File: src/rtl/inert_pkg.sv
// Purpose: shared state encodings, SPI command words and fusion constants for the inertial interface.
// Latency: n/a (constants and a pure combinational command lookup).
// Backpressure: n/a.
package inert_pkg;

    typedef logic [2:0] state_t;

    localparam state_t INIT_WAIT = 3'd0;
    localparam state_t CFG       = 3'd1;
    localparam state_t IDLE      = 3'd2;
    localparam state_t RD        = 3'd3;
    localparam state_t UPD       = 3'd4;

    localparam logic [15:0] CFG_CMD0 = 16'h0D02;
    localparam logic [15:0] CFG_CMD1 = 16'h1053;
    localparam logic [15:0] CFG_CMD2 = 16'h1150;
    localparam logic [15:0] CFG_CMD3 = 16'h1460;

    localparam logic [15:0] RD_GYRO_L = 16'hA200;
    localparam logic [15:0] RD_GYRO_H = 16'hA300;
    localparam logic [15:0] RD_AZ_L   = 16'hAC00;
    localparam logic [15:0] RD_AZ_H   = 16'hAD00;

    localparam logic [15:0] PTCH_RT_OFFSET = 16'h0050;
    localparam int          FUSION_STEP    = 1024;

    function automatic logic [15:0] seq_cmd(input logic rd, input logic [1:0] idx);
        logic [15:0] c;
        c = CFG_CMD0;
        case ({rd, idx})
            3'b000: c = CFG_CMD0;
            3'b001: c = CFG_CMD1;
            3'b010: c = CFG_CMD2;
            3'b011: c = CFG_CMD3;
            3'b100: c = RD_GYRO_L;
            3'b101: c = RD_GYRO_H;
            3'b110: c = RD_AZ_L;
            default: c = RD_AZ_H;
        endcase
        return c;
    endfunction

endpackage

File: src/rtl/inert_intf_if.sv
// Purpose: command/response bus between the inertial interface and the external SPI master.
// Latency: n/a (wires only).
// Backpressure: wrt is a one-shot request; the requester holds cmd until done returns.
interface inert_intf_if;
    logic        wrt;
    logic [15:0] cmd;
    logic        done;
    logic [15:0] rd_data;

    modport master (output wrt, output cmd, input done, input rd_data);
    modport slave  (input wrt, input cmd, output done, output rd_data);
endinterface

File: src/rtl/inertial_integrator.sv
// Purpose: offset-corrects the gyro rate and fuses it with accel-derived pitch in a wrapping 27-bit integrator.
// Latency: ptch/ptch_rt valid one clock after upd.
// Backpressure: none; every upd pulse is consumed.
module inertial_integrator
    import inert_pkg::*;
(
    input  logic        clk,
    input  logic        rst_n,
    input  logic        upd,
    input  logic [15:0] gyro,
    input  logic [15:0] az,
    output logic [15:0] ptch,
    output logic [15:0] ptch_rt
);

    logic signed [26:0] ptch_int_q, ptch_int_d;
    logic [15:0]        ptch_rt_q, ptch_rt_d;
    logic [15:0]        rt_new;
    logic signed [15:0] ptch_acc;
    logic signed [26:0] fusion;

    assign ptch    = ptch_int_q[26:11];
    assign ptch_rt = ptch_rt_q;

    always_comb begin
        rt_new     = gyro - PTCH_RT_OFFSET;
        ptch_acc   = $signed({{3{az[15]}}, az[15:3]});
        // Fusion compares against the pitch currently on the output, before this update.
        fusion     = (ptch_acc > $signed(ptch)) ? 27'(FUSION_STEP) : -27'(FUSION_STEP);
        ptch_int_d = ptch_int_q;
        ptch_rt_d  = ptch_rt_q;
        if (upd) begin
            ptch_rt_d  = rt_new;
            ptch_int_d = ptch_int_q - $signed({{11{rt_new[15]}}, rt_new}) + fusion;
        end
    end

    always_ff @(posedge clk or negedge rst_n) begin
        if (!rst_n) begin
            ptch_int_q <= '0;
            ptch_rt_q  <= '0;
        end else begin
            ptch_int_q <= ptch_int_d;
            ptch_rt_q  <= ptch_rt_d;
        end
    end

endmodule

File: src/rtl/inert_intf.sv
// Purpose: powers up and configures the IMU over SPI, then reads gyro/accel on each INT rise and updates pitch.
// Latency: vld one clock after the last read's done; INT-to-first-read is 3-4 clocks through the synchronizer.
// Backpressure: waits on done for every transaction (INERT_TIMEOUT_EN adds a 1023-cycle watchdog back to INIT_WAIT).
module inert_intf
    import inert_pkg::*;
#(
    parameter int fast_sim = 1
) (
    input  logic              clk,
    input  logic              rst_n,
    input  logic              INT,
    inert_intf_if.master      spi,
    output logic              vld,
    output logic [15:0]       ptch,
    output logic [15:0]       ptch_rt
);

    localparam logic [15:0] WAIT_LAST = (fast_sim != 0) ? 16'd511 : 16'hFFFF;

    state_t      state_q, state_d;
    logic [15:0] cnt_q, cnt_d;
    logic [1:0]  idx_q, idx_d;
    logic        pend_q, pend_d;
    logic        wrt_q, wrt_d;
    logic [15:0] cmd_q, cmd_d;
    logic        vld_q, vld_d;
    logic [7:0]  gyro_l_q, gyro_l_d, gyro_h_q, gyro_h_d;
    logic [7:0]  az_l_q, az_l_d, az_h_q, az_h_d;
    logic        int_ff1_q, int_ff2_q, int_prev_q;
    logic        int_rise;
    logic        upd;
    logic        unused_rd_hi;
`ifdef INERT_TIMEOUT_EN
    logic [9:0]  wd_q, wd_d;
`endif

    assign int_rise     = int_ff2_q & ~int_prev_q;
    assign spi.wrt      = wrt_q;
    assign spi.cmd      = cmd_q;
    assign vld          = vld_q;
    assign unused_rd_hi = ^spi.rd_data[15:8];

    always_comb begin
        state_d  = state_q;
        cnt_d    = cnt_q;
        idx_d    = idx_q;
        pend_d   = pend_q;
        wrt_d    = 1'b0;
        cmd_d    = cmd_q;
        vld_d    = 1'b0;
        gyro_l_d = gyro_l_q;
        gyro_h_d = gyro_h_q;
        az_l_d   = az_l_q;
        az_h_d   = az_h_q;
        upd      = 1'b0;
        case (state_q)
            INIT_WAIT: begin
                cnt_d = cnt_q + 16'd1;
                if (cnt_q == WAIT_LAST) begin
                    cnt_d   = '0;
                    idx_d   = '0;
                    state_d = CFG;
                end
            end
            CFG, RD: begin
                if (!pend_q) begin
                    wrt_d  = 1'b1;
                    cmd_d  = seq_cmd(state_q == RD, idx_q);
                    pend_d = 1'b1;
                end else if (spi.done) begin
                    pend_d = 1'b0;
                    idx_d  = idx_q + 2'd1;
                    if (state_q == RD) begin
                        case (idx_q)
                            2'd0:    gyro_l_d = spi.rd_data[7:0];
                            2'd1:    gyro_h_d = spi.rd_data[7:0];
                            2'd2:    az_l_d   = spi.rd_data[7:0];
                            default: az_h_d   = spi.rd_data[7:0];
                        endcase
                    end
                    if (idx_q == 2'd3) begin
                        state_d = (state_q == CFG) ? IDLE : UPD;
                    end
                end
            end
            IDLE: begin
                if (int_rise) begin
                    idx_d   = '0;
                    state_d = RD;
                end
            end
            UPD: begin
                upd     = 1'b1;
                vld_d   = 1'b1;
                state_d = IDLE;
            end
            default: state_d = INIT_WAIT;
        endcase
    end

`ifdef INERT_TIMEOUT_EN
    // A stalled SPI master forces a full re-initialisation; pitch state is kept.
    always_comb begin
        wd_d = '0;
        if (pend_q && !spi.done) begin
            wd_d = wd_q + 10'd1;
        end
    end
`endif

    always_ff @(posedge clk or negedge rst_n) begin
        if (!rst_n) begin
            state_q    <= INIT_WAIT;
            cnt_q      <= '0;
            idx_q      <= '0;
            pend_q     <= 1'b0;
            wrt_q      <= 1'b0;
            cmd_q      <= '0;
            vld_q      <= 1'b0;
            gyro_l_q   <= '0;
            gyro_h_q   <= '0;
            az_l_q     <= '0;
            az_h_q     <= '0;
            int_ff1_q  <= 1'b0;
            int_ff2_q  <= 1'b0;
            int_prev_q <= 1'b0;
`ifdef INERT_TIMEOUT_EN
            wd_q       <= '0;
`endif
        end else begin
            cmd_q      <= cmd_d;
            vld_q      <= vld_d;
            gyro_l_q   <= gyro_l_d;
            gyro_h_q   <= gyro_h_d;
            az_l_q     <= az_l_d;
            az_h_q     <= az_h_d;
            int_ff1_q  <= INT;
            int_ff2_q  <= int_ff1_q;
            int_prev_q <= int_ff2_q;
            wrt_q      <= wrt_d;
`ifdef INERT_TIMEOUT_EN
            if (wd_q == 10'h3FF) begin
                state_q <= INIT_WAIT;
                cnt_q   <= '0;
                idx_q   <= '0;
                pend_q  <= 1'b0;
                wrt_q   <= 1'b0;
                wd_q    <= '0;
            end else begin
                state_q <= state_d;
                cnt_q   <= cnt_d;
                idx_q   <= idx_d;
                pend_q  <= pend_d;
                wd_q    <= wd_d;
            end
`else
            state_q    <= state_d;
            cnt_q      <= cnt_d;
            idx_q      <= idx_d;
            pend_q     <= pend_d;
`endif
        end
    end

    inertial_integrator u_integ (
        .clk     (clk),
        .rst_n   (rst_n),
        .upd     (upd),
        .gyro    ({gyro_h_q, gyro_l_q}),
        .az      ({az_h_q, az_l_q}),
        .ptch    (ptch),
        .ptch_rt (ptch_rt)
    );

endmodule

File: src/flat_wrapper.sv
// flat-port wrapper written by rule: the top's interface ports become plain ports
module inert_intf_flat import inert_pkg::*;
#(
    parameter int fast_sim = 1
)
  (clk, rst_n, INT, vld, ptch, ptch_rt, spi_wrt, spi_cmd, spi_done, spi_rd_data);
  inert_intf_if spi_i ();
  input  logic clk;
  input  logic rst_n;
  input  logic INT;
  output logic vld;
  output logic [15:0] ptch;
  output logic [15:0] ptch_rt;
  output wire logic [$bits(spi_i.wrt)-1:0] spi_wrt;
  output wire logic [$bits(spi_i.cmd)-1:0] spi_cmd;
  input wire logic [$bits(spi_i.done)-1:0] spi_done;
  input wire logic [$bits(spi_i.rd_data)-1:0] spi_rd_data;
  assign spi_wrt = spi_i.wrt;
  assign spi_cmd = spi_i.cmd;
  assign spi_i.done = spi_done;
  assign spi_i.rd_data = spi_rd_data;
  inert_intf #(.fast_sim(fast_sim)) u_core (.clk(clk), .rst_n(rst_n), .INT(INT), .spi(spi_i), .vld(vld), .ptch(ptch), .ptch_rt(ptch_rt));
endmodule
File: config.mk
export PLATFORM = sky130hd
export DESIGN_NAME = inert_intf_flat
export DESIGN_NICKNAME = d
export VERILOG_FILES = /design/src/rtl/inert_pkg.sv /design/src/rtl/inert_intf_if.sv /design/src/rtl/inertial_integrator.sv /design/src/rtl/inert_intf.sv /design/src/flat_wrapper.sv
export SDC_FILE = /design/constraint.sdc
export NUM_CORES = 1
export LEC_CHECK = 0
export ABC_AREA = 1
export CAP_MARGIN = 20
export CORE_ASPECT_RATIO = 1.5
export CORE_MARGIN = 2
export CORE_UTILIZATION = 39
export CTS_BUF_LIST = sky130_fd_sc_hd__clkbuf_8
export DETAILED_ROUTE_END_ITERATION = 12
export PLACE_DENSITY = 0.69
export SYNTH_ARGS = -nofsm -noshare
export SYNTH_HDL_FRONTEND = slang
export SYNTH_SLANG_ARGS = --single-unit
File: constraint.sdc
create_clock -name clk -period 3.93 [get_ports clk]
set_clock_uncertainty 0.05 [all_clocks]
set_input_delay 0.786 -clock clk [delete_from_list [all_inputs] [get_ports clk]]
set_output_delay 0.786 -clock clk [all_outputs]
set_load 0.05 [all_outputs]
## Word level (Yosys, flattened, before mapping)

Cells that the tools add are included.

- Register bits: 118
- Word-level logic and storage cells: 78
- Output and inout port bits: 50

- Reduce and logical (&&, ||, !) cells: 13
- Magnitude comparators: 1
- Mux-type cells: 20
- Equality and inequality tests: 19
- Bitwise operators: 4
- Add/subtract/negate cells: 5

Operators with widths:

| operator | number |
|---|---|
| one-hot mux 16 bit (7 select lines) | 1 |
| AND reduction 5 bit | 6 |
| adder 27 bit | 1 |
| 2-to-1 mux 27 bit | 1 |
| subtractor 27 x 16 -> 27 bit | 1 |
| 2-to-1 mux 3 bit | 6 |
| adder 16 x 1 -> 16 bit (second input constant) | 1 |
| == test 16 x 9 -> 1 bit (second input constant) | 1 |
| greater-than comparator 13 x 16 -> 1 bit | 1 |
| 2-to-1 mux 16 bit | 1 |
| subtractor 16 x 7 -> 16 bit (second input constant) | 1 |
| == test 3 x 2 -> 1 bit (second input constant) | 4 |
| == test 3 bit (second input constant) | 4 |
| one-hot mux 3 bit (4 select lines) | 1 |
| 2-to-1 mux 2 bit | 4 |
| inequality test 2 x 1 -> 1 bit (second input constant) | 4 |
| == test 3 x 1 -> 1 bit (second input constant) | 2 |
| logical NOT 3 bit | 2 |
| one-hot mux 2 bit (3 select lines) | 1 |
| 2-to-1 mux 1 bit | 5 |
| == test 2 bit (second input constant) | 2 |
| inverter 1 bit | 3 |
| nonzero test 3 bit | 1 |
| OR reduction 3 bit | 1 |
| 7 further kinds | 7 |

## Logic depth before layout (Yosys ltp)

Gate-level depths: netlist of run 1.

- Depth in word-level cells: 6
- Depth in mapped cells: 28

## Cells and area by module

A second synthesis of run 1 with hierarchy kept.

- Cell total of the unflattened synthesis: 955
- Area total of the unflattened synthesis: 7663.6 sq um

By module, submodules not included:

| module | times used | cells an instance | area each (sq um) |
|---|---|---|---|
| inertial_integrator | 1 | 579 | 4347.9 |
| inert_intf | 1 | 376 | 3315.7 |

## Worst setup path before layout of run 1

Ideal clock, no wire load.

- Path kind: reg-to-reg
- From: register u_core.u_integ.ptch_int_q[18]
- To: register u_core.u_integ.ptch_int_q[21]
- Arrival: 3792 ps
- Data required time: 3747 ps
- Buffers on the path: 0
- Cell stages (with the launch flop): 21
- Slack: -44 ps
- Setup time: 133 ps
- Path through: dfrtp_1 -> inv_1 -> ha_1 -> nand2_1 -> inv_1 -> a21oi_1 -> nand3_1 -> nand2_1 -> nand2_1 -> nand2_1 -> nand3_1 -> fa_1 -> ha_1 -> a21oi_1 -> a21boi_0 -> o21ai_0 -> nand2_1 -> nand3_1 -> or2_2 -> nand3_1 -> o21ai_0

- Longest elaborated chain between the ends: 3

RTL lines:

| what | RTL line | RTL |
|---|---|---|
| from (decl) | inertial_integrator.sv:16 | `logic signed [26:0] ptch_int_q, ptch_int_d;` |
| from (signal assigned) | inertial_integrator.sv:43 | `ptch_int_q <= ptch_int_d;` |
| branches (longest 2 deep; another with subtractor 27 x 16 -> 27 bit) | n/a |  |
| adder 27 bit (*) | inertial_integrator.sv:34 | `ptch_int_d = ptch_int_q - $signed({{11{rt_new[15]}}, rt_new}) + fusion;` |

Mark *: on every way between the ends.
A chain may end at the register's enable or synchronous reset.

## Worst setup path in the final report of run 1

- From: register u_core.u_integ.ptch_int_q[22]
- To: register u_core.u_integ.ptch_int_q[23]

Same word-level chain as after synthesis.

==> results of run 1 <==
-- stage by stage --
step / setup TNS, ns / utilization [%]
floorplan: 0 / -
CTS: 0 / 46.3
finish: 0 / 48.2
global placement: 0 / 45.1
detailed placement: -0.0383 / 45.1
global route: -0.425 / 48.2
-- Yosys cell counts (5+ instances only) --
cell,instances
o21bai_1,5
xor2_1,19
nand4_1,10
nor2_2,5
nor3_1,10
o21ai_0,89
xnor2_1,15
ha_1,61
o22ai_1,5
a21o_1,5
o21ai_1,9
fa_1,14
buf_4,22
inv_1,120
nor4_1,6
nand3_1,44
a21oi_1,40
dfrtp_1,109
clkbuf_1,15
nor2_1,54
nand2_1,209
-- how the worst max path moves through the flow --
stage	to	slack [ns]	start	cells past startpoint
after floorplan	u_core.u_integ.ptch_int_q[21]	0.25	u_core.u_integ.ptch_int_q[18]	20
final	u_core.u_integ.ptch_int_q[23]	0.15	u_core.u_integ.ptch_int_q[22]	18
after CTS	u_core.u_integ.ptch_int_q[21]	0.006	u_core.az_h_q[2]	19
after global routing	u_core.u_integ.ptch_int_q[18]	-0.09	u_core.u_integ.ptch_int_q[18]	21
after detailed placement	u_core.u_integ.ptch_int_q[21]	-0.04	u_core.az_h_q[2]	19
after global placement	u_core.u_integ.ptch_int_q[21]	0.04	u_core.u_integ.ptch_int_q[22]	20
-- repair_timing --
action                                  CTS  global route
cloned                                    0             0
endpoints found under the setup margin    3            15
pin swaps                                 0            15
setup buffers                             0             3
resized for setup                         4            68
-- placed cells by master (no fill, tap or decap), types with 3 or more instances in the layout --
master,instances
nand3_2,6
or2_2,3
a21oi_2,9
inv_1,119
ha_1,50
nor2_4,4
o21ai_0,84
fa_1,14
xnor2_1,14
clkdlybuf4s50_1,56
buf_4,42
xor2_1,19
nand2_2,10
ha_4,10
a21oi_1,30
buf_6,3
nand3_1,38
o21ai_1,13
nor4_2,5
nor2_1,47
nor2_2,11
nand3b_1,3
o21bai_1,4
nand4_1,10
nor3_1,7
nor3_2,4
clkbuf_8,9
o211ai_1,3
nand2_1,200
o22ai_1,5
dfrtp_1,109
inv_2,4
a21o_1,5
conb_1,4
-- state kept, by name (all words and copies together) (netlist names), 5 cells and up --
name                       cells
u_core.u_integ.ptch_int_q     27
u_core.cnt_q                  16
u_core.u_integ.ptch_rt        16
u_core.spi.cmd                10
u_core.az_h_q                  8
u_core.gyro_h_q                8
u_core.gyro_l_q                8
u_core.az_l_q                  5
-- layer usage --
| layer | part of all wire (%) | vias to the layer above | track usage [%] |
|---|---|---|---|
| met5 | 0 | - | 0 |
| met3 | 2.5 | 21 | 1.83 |
| met1 | 43 | 2868 | 23.1 |
| met2 | 53 | 95 | 32.7 |
| met4 | 2.0 | 0 | 5.71 |
| li1 | - | 3086 | - |
-- logic make-up after synthesis --
logic type / Yosys count / share of synthesized area (%)
AOI/OAI and AO/OA: 168 / 12.5
other: 1 / 0.0515
buffers and inverters: 160 / 9.39
DFF: 109 / 37.5
adders and majority gates: 75 / 14.3
xor gates and xnor gates: 34 / 4.09
and+or+nand+nor: 361 / 22.1
-- cell type report --
type	instances	area, um^2
fill	1766	9530
multi-input combinational	642	4210
sequential	109	2730
timing repair buffer	102	930
inverter	123	462
tap	252	315
clock buffer	9	124
clock inverter	7	91.3
-- worst reg2reg max path, cell delays in order, from the launching register on --
cell and delay [ns]:
dfrtp_1 0.37, inv_1 0.10, ha_1 0.32, nand2_1 0.05, inv_1 0.07, nand3_1 0.09, nor2_2 0.16, nand4_1 0.18
nand3_4 0.19, buf_6 0.17, fa_1 0.43, ha_1 0.36, nand2_1 0.18, nor4_2 0.39, nand3_1 0.17, nand3_1 0.12
nand2_1 0.05, nand3_1 0.07, o21ai_0 0.11
-- power by group --
part / leakage (nW) / internal, mW / switching [mW]
clock: 0.105 / 0.310 / 0.446
combinational: 2.73 / 0.0122 / 0.0395
sequential: 1.49 / 1.12 / 0.000657
==> qor.yml, run 1 <==
synth_cell_types: 43
ctsHoldBuffers: 0
tritoncts: "done"
drtAntennaViolNets: 0
holdPathEnd: "u_core.int_ff2_q"
period_share_pct: 96.3
reg2reg_depth: 18
via_count: 6070
cts_max_level: 3
diodes: 0
power.density_nw_per_um2: 218
placement_rows: 61
ff2ff_setup_slack_ns: 0.15
post_drt_wl_per_cell_um: 14.4
crit_path_cell_trace: "inv_1 -> ha_1 -> nand2_1 -> inv_1 -> nand3_1 -> nor2_2 -> nand4_1 -> nand3_4 -> buf_6 -> fa_1 -> ha_1 -> nand2_1 -> nor4_2 -> nand3_1 -> nand3_1 -> nand2_1 -> nand3_1 -> o21ai_0"
hold_ws_ns: 0.342
post-place-ws_ns: -0.0368
fin_area_um2: 8860
synth_top_area_cell: "dfrtp_1"
slew_headroom_pct: 46.4
dieArea_um2: 19800
hpwl_mm: 13.6
die_w_um: 116
async_reset_ff_share_pct: 100
clock_path_buffers: 2
gp_congestion: 0.913
hold_path_depth: 0
r2r_start: "u_core.u_integ.ptch_int_q[22]"
dp.cells: 1225
clock_sinks: 109
power_mw: 1.93
syn_inst: 908
final_cells: 1244
hold_viol_final: 0
synth-edff-count: 0
synth-seq-cells: 109
cts_root_buf: "clkbuf_8"
fp.coreArea_um2: 18400
ys.flop_type: "dfrtp_1"
via_per_inst: 4.88
min_from: "u_core.int_ff1_q"
timing.rr.end: "u_core.u_integ.ptch_int_q[23]"
setup_violations: 0
dpl_cell_area_um2: 8290
initial_utilization_pct: 39.6
yosys.area.top_type_share_pct: 37.5
dr.pass1.iters: 5
period_needed_ns: 3.78
cp_max_fo: 8
rsz0062_at_grt: "yes"
path_buf_inv: 3
finalMaxSlewViolations: 0
cp_top_family: "simple AND/OR/NAND/NOR gates"
crit_path_frequent_cell: "nand3_1"
setup_ws_ns: 0.146
fmax_mhz: 264
hp-class: "reg -> reg"
antenna_found_initial: 0
io_buffers: 57
grt_pass1_vias: 5878
crit_path_start_kind: "register"
grt.overflow.total: 0
wirelength_mm: 17.9
initialDrtViolationCount: 304
syn2layout_area_growth_pct: 21.8
cp_slowest_stage_delay_ns: 0.43
syn-cell-area_um2: 7280
tightest_slew_ns: 0.803
worstSetupEndpointType: "register"
cp.required_ns: 4.12
io_pins: 70
yosysWarningCount: 0
critical_path_class: "reg -> reg"
route.detailed.drc: 0
ys_seq_area_share_pct: 37.5
grt_usage_pct: 18.3
synth_area_per_cell_um2: 8.02
die_h_um: 171
insertion_delay_ns: 0.39
status: "finished clean"
cts_inserted_buffers: 9
nets: 1082
grt_max_degree: 66
clkTransAtPathRegs_ns: 0.13
max-vdd-ir-drop_mv: 0.190
critical_path_arrival_ns: 3.98
synth.area.top_cells: "dfrtp_1 37%, nand2_1 11%, ha_1 10%"
grt_pass1_wl_mm: 28.6
max-cap-violations: 0
leakage_nw: 4.33
cp_slowest_cell: "fa_1"
layout-drive-gt1-share_pct: 14.7
Power figures use the tool's default switching activity.
==> inputs of run 2 (changes only) <==
Settings changed: PLACE_DENSITY 0.69 to 0.63.
==> qor.yml, run 2 (same netlist as run 1, synthesis figures left out) <==
seqCellArea_um2: 2730
insertion_delay_ns: 0.38
tightest_slew_ns: 0.907
dpl_cell_area_um2: 8220
gp_congestion: 0.918
max-cap-violations: 0
cts_inserted_buffers: 9
setup_ws_ns: 0.0431
clock_sinks: 109
regMostFlops: "u_core.u_integ.ptch_int_q"
period_share_pct: 98.9
multi_input_area_um2: 4200
clkTransAtPathRegs_ns: 0.12
timing.rr.end: "u_core.u_integ.ptch_int_q[15]"
grt.overflow.total: 0
hp-class: "reg -> reg"
tns_ns: 0
io_buffers: 57
post-place-ws_ns: 0.0462
dr.pass1.iters: 5
mostFrequentLayoutCell: "nand2_1"
drtAntennaViolNets: 0
ff2ff_setup_slack_ns: 0.04
fin_util_pct: 47.7
grt_pass1_vias: 5823
syn2layout_area_growth_pct: 20.6
power.density_nw_per_um2: 211
dieArea_um2: 19800
hpwl_mm: 13.2
rsz0062_at_grt: "yes"
largest_register_ff_count: 27
num-fill-cells: 1795
reg2reg_depth: 26
period_needed_ns: 3.89
status: "finished clean"
min_from: "u_core.int_ff1_q"
placement_rows: 61
hold_ws_ns: 0.321
critical_path_arrival_ns: 4.08
layout-drive-gt1-share_pct: 13.9
antenna_found_initial: 0
wirelength_mm: 17.6
holdPathEnd: "u_core.int_ff2_q"
max-vdd-ir-drop_mv: 0.158
crit_path_start_kind: "register"
hold_path_depth: 0
leakage_nw: 4.26
critical_path_class: "reg -> reg"
setup_violations: 0
slew_headroom_pct: 39.3
worstSetupEndpointType: "register"
route.detailed.drc: 0
initial_utilization_pct: 39.6
cts_max_level: 3
fin_area_um2: 8780
hold_viol_final: 0
clock_path_buffers: 2
fp.coreArea_um2: 18400
post_drt_wl_per_cell_um: 14.2
cp_max_fo: 5
diodes: 0
fmax_mhz: 257
grt_max_degree: 66
nets: 1074
initialDrtViolationCount: 255
finalMaxSlewViolations: 0
io_pins: 70
r2r_start: "u_core.gyro_l_q[5]"
cts_root_buf: "clkbuf_8"
grt_usage_pct: 18.2
via_per_inst: 4.90
via_count: 6060
die_h_um: 171
grt_pass1_wl_mm: 28.6
final_cell_mix: "201 x nand2_1, 117 x inv_1, 108 x dfrtp_1, 80 x o21ai_0, 56 x clkdlybuf4s50_1"
cp.required_ns: 4.12
die_w_um: 116
tritoncts: "done"
-- run 2: cell type report --
class / instances / share of cell area [%]
multi-input combinational: 642 / 47.8
sequential: 109 / 31.1
timing repair buffer: 94 / 10.1
inverter: 123 / 5.26
tap: 252 / 3.59
clock buffer: 9 / 1.41
clock inverter: 7 / 0.727
-- run 2: power breakdown --
| part | total (mW) | switching [mW] | internal [mW] | leakage [nW] |
|---|---|---|---|---|
| logic | 0.0516 | 0.0394 | 0.0122 | 2.68 |
| clock network | 0.680 | 0.439 | 0.241 | 0.0915 |
| registers | 1.12 | 0.000606 | 1.12 | 1.49 |
-- run 2: critical path, cell delays in order (launching register included) --
cell	delay [ns]
dfrtp_1	0.39
inv_1	0.06
ha_2	0.19
inv_2	0.04
a21oi_2	0.10
inv_1	0.06
nor2_1	0.12
inv_1	0.07
or2_4	0.26
nor2_4	0.15
nand3_2	0.08
xnor2_1	0.16
inv_1	0.11
ha_4	0.27
inv_2	0.03
xor2_1	0.16
inv_1	0.09
ha_4	0.26
buf_6	0.13
nand2_4	0.07
o21ai_2	0.06
o21bai_4	0.18
a21o_1	0.18
buf_4	0.14
or2_0	0.19
nand3_1	0.07
o21ai_1	0.08
-- run 2: worst max path at each step --
stage | slack [ns] | startpoint | end | depth (start not counted)
4_1_cts | 0.01 | u_core.gyro_l_q[5] | u_core.u_integ.ptch_int_q[25] | 26
6_report | 0.04 | u_core.gyro_l_q[5] | u_core.u_integ.ptch_int_q[15] | 26
3_3_place_gp | 0.09 | u_core.gyro_l_q[4] | u_core.u_integ.ptch_int_q[25] | 26
5_1_grt | -0.14 | u_core.gyro_l_q[5] | u_core.u_integ.ptch_int_q[15] | 26
2_1_floorplan | 0.25 | u_core.u_integ.ptch_int_q[18] | u_core.u_integ.ptch_int_q[21] | 20
3_5_place_dp | 0.05 | u_core.gyro_l_q[5] | u_core.u_integ.ptch_int_q[25] | 26
-- run 2: metrics by stage --
step	cells	power, mW
after floorplan	911	1.16
after global placement	1213	1.20
after detailed placement	1213	1.20
after CTS	1229	1.88
after global routing	1236	1.93
final	1236	1.85
-- run 2: timing repair --
action | CTS | global route
buffers inserted | 0 | 7
gates resized for setup | 0 | 76
setup endpoints to repair | 0 | 14
hold buffers | 0 | 0
-- run 2: layer usage --
layer / part of all wire [%] / track usage (%)
met1: 45 / 24.2
met2: 51 / 30.9
met3: 2.5 / 2.04
met4: 2.2 / 5.76
met5: 0 / 0
==> inputs of run 3 (changes only) <==
Settings changed: CORE_MARGIN 2 to 4.
==> qor.yml, run 3 (same netlist as run 1, synthesis figures left out) <==
final_cell_mix: "198 x nand2_1, 114 x inv_1, 109 x dfrtp_1, 85 x o21ai_0, 56 x clkdlybuf4s50_1"
cp_max_fo: 8
leakage_nw: 4.27
antenna_found_initial: 0
crit_path_start_kind: "register"
mostFrequentLayoutCell: "nand2_1"
clkTransAtPathRegs_ns: 0.12
min_from: "u_core.int_ff1_q"
grt_pass1_wl_mm: 29.5
max-vdd-ir-drop_mv: 0.148
ctsHoldBuffers: 0
clock_path_buffers: 2
route.detailed.drc: 0
power.density_nw_per_um2: 220
clock_sinks: 109
cts_root_buf: "clkbuf_8"
critical_path_class: "reg -> reg"
pwr-share-seq_pct: 58.5
setup_violations: 0
dieArea_um2: 21000
switching_share_pct: 24.9
layout-drive-gt1-share_pct: 13.7
drtAntennaViolNets: 0
dpl_cell_area_um2: 8190
status: "finished clean"
tightest_slew_ns: 0.962
period_share_pct: 96.6
ff2ff_setup_slack_ns: 0.13
placement_rows: 60
syn2layout_area_growth_pct: 19.8
grt_max_degree: 66
via_count: 6029
timing.rr.end: "u_core.u_integ.ptch_int_q[25]"
hp-class: "reg -> reg"
fmax_mhz: 264
pwr-share-clk_pct: 38.8
cp_slowest_cell: "fa_1"
largest_register_ff_count: 27
hold_viol_final: 0
cp.required_ns: 4.11
cp_slowest_stage_delay_ns: 0.59
diodes: 0
slew_headroom_pct: 35.6
fin_area_um2: 8720
wirelength_mm: 18.0
regMostFlops: "u_core.u_integ.ptch_int_q"
r2r_start: "u_core.u_integ.ptch_int_q[22]"
hold_ws_ns: 0.315
nets: 1069
hold_path_depth: 0
worstSetupEndpointType: "register"
dr.pass1.iters: 5
grt_pass1_vias: 5922
post_drt_wl_per_cell_um: 14.7
die_h_um: 175
fin_util_pct: 48.0
period_needed_ns: 3.80
max-cap-violations: 0
critical_path_arrival_ns: 3.98
insertion_delay_ns: 0.39
grt.overflow.total: 0
reg2reg_depth: 20
post-place-ws_ns: 0.0325
fp.coreArea_um2: 18200
finalMaxSlewViolations: 0
die_w_um: 120
cts_max_level: 3
tritoncts: "done"
p_comb_share_pct: 2.7
cts_inserted_buffers: 9
grt_usage_pct: 17.4
initial_utilization_pct: 40.1
io_buffers: 57
crit_path_cell_trace: "inv_2 -> ha_4 -> a21oi_1 -> a21oi_1 -> nor2_1 -> nand2_1 -> nand2_2 -> nand3_4 -> clkbuf_16 -> fa_1 -> ha_4 -> nand2_1 -> inv_1 -> a21boi_4 -> o21ai_1 -> nand2_1 -> nand3_1 -> or2_2 -> nand3_1 -> o21ai_0"
p_int_mw: 1.44
via_per_inst: 4.91
hpwl_mm: 13.6
gp_congestion: 0.907
cp_top_family: "simple AND/OR/NAND/NOR gates"
setup_ws_ns: 0.135
holdPathEnd: "u_core.int_ff2_q"
crit_path_frequent_cell: "nand2_1"
path_buf_inv: 3
io_pins: 70
switchingPower_uw: 478
initialDrtViolationCount: 266
==> run 3: cell count changes in the layout (fill, tap and decap cells not counted), sizes merged <==
| cell | before | now |
|---|---|---|
| inv | 125 | 127 |
| buf | 38 | 32 |
| clkbuf | 9 | 10 |
| clkinv | 3 | 1 |
| bufinv | 0 | 1 |
| clkinvlp | 2 | 1 |
==> run 3: final cells by class <==
type,count,area (um^2)
clock buffer,9,124
clock inverter,7,81.3
fill,1856,9450
inverter,123,462
multi-input combinational,642,4170
sequential,109,2730
tap,248,310
timing repair buffer,89,851
==> run 3: how the worst max path moves through the flow <==
stage | slack, ns | depth (start not counted) | startpoint | endpoint
after global placement | 0.07 | 26 | u_core.gyro_l_q[4] | u_core.u_integ.ptch_int_q[25]
after CTS | 0.02 | 19 | u_core.u_integ.ptch_int_q[22] | u_core.u_integ.ptch_int_q[18]
final | 0.13 | 20 | u_core.u_integ.ptch_int_q[22] | u_core.u_integ.ptch_int_q[25]
after global routing | -0.07 | 18 | u_core.az_h_q[7] | u_core.u_integ.ptch_int_q[22]
after detailed placement | 0.03 | 26 | u_core.gyro_l_q[4] | u_core.u_integ.ptch_int_q[25]
after floorplan | 0.25 | 20 | u_core.u_integ.ptch_int_q[18] | u_core.u_integ.ptch_int_q[21]
==> run 3: per-layer routing <==
metal	wire [um]	up-vias	GRT usage, %
met5	0	-	0
met2	9080	121	29.2
met3	583	25	2.06
li1	-	3068	-
met4	511	0	6.78
met1	7870	2815	22.9
==> run 3: through the flow <==
stage | setup TNS (ns) | cells | total power [mW]
6_report | 0 | 1227 | 1.92
3_5_place_dp | 0 | 1207 | 1.20
5_1_grt | -0.415 | 1227 | 1.98
4_1_cts | 0 | 1223 | 1.94
2_1_floorplan | 0 | 911 | 1.16
3_3_place_gp | 0 | 1207 | 1.20
==> run 3: what timing repair did <==
item | CTS | global route
buffers inserted | 0 | 3
cloned | 0 | 1
gates resized for setup | 1 | 67
setup endpoints to repair | 2 | 14
pin swaps | 0 | 12
==> run 3: power by group through the flow <==
stage	Clock (mW)	Combinational, mW	Sequential (mW)
after global routing	0.802	0.0585	1.12
final	0.744	0.0513	1.12
after CTS	0.767	0.0535	1.12
after floorplan	0	0.0152	1.15
after global placement	0	0.0530	1.14
after detailed placement	0	0.0534	1.14
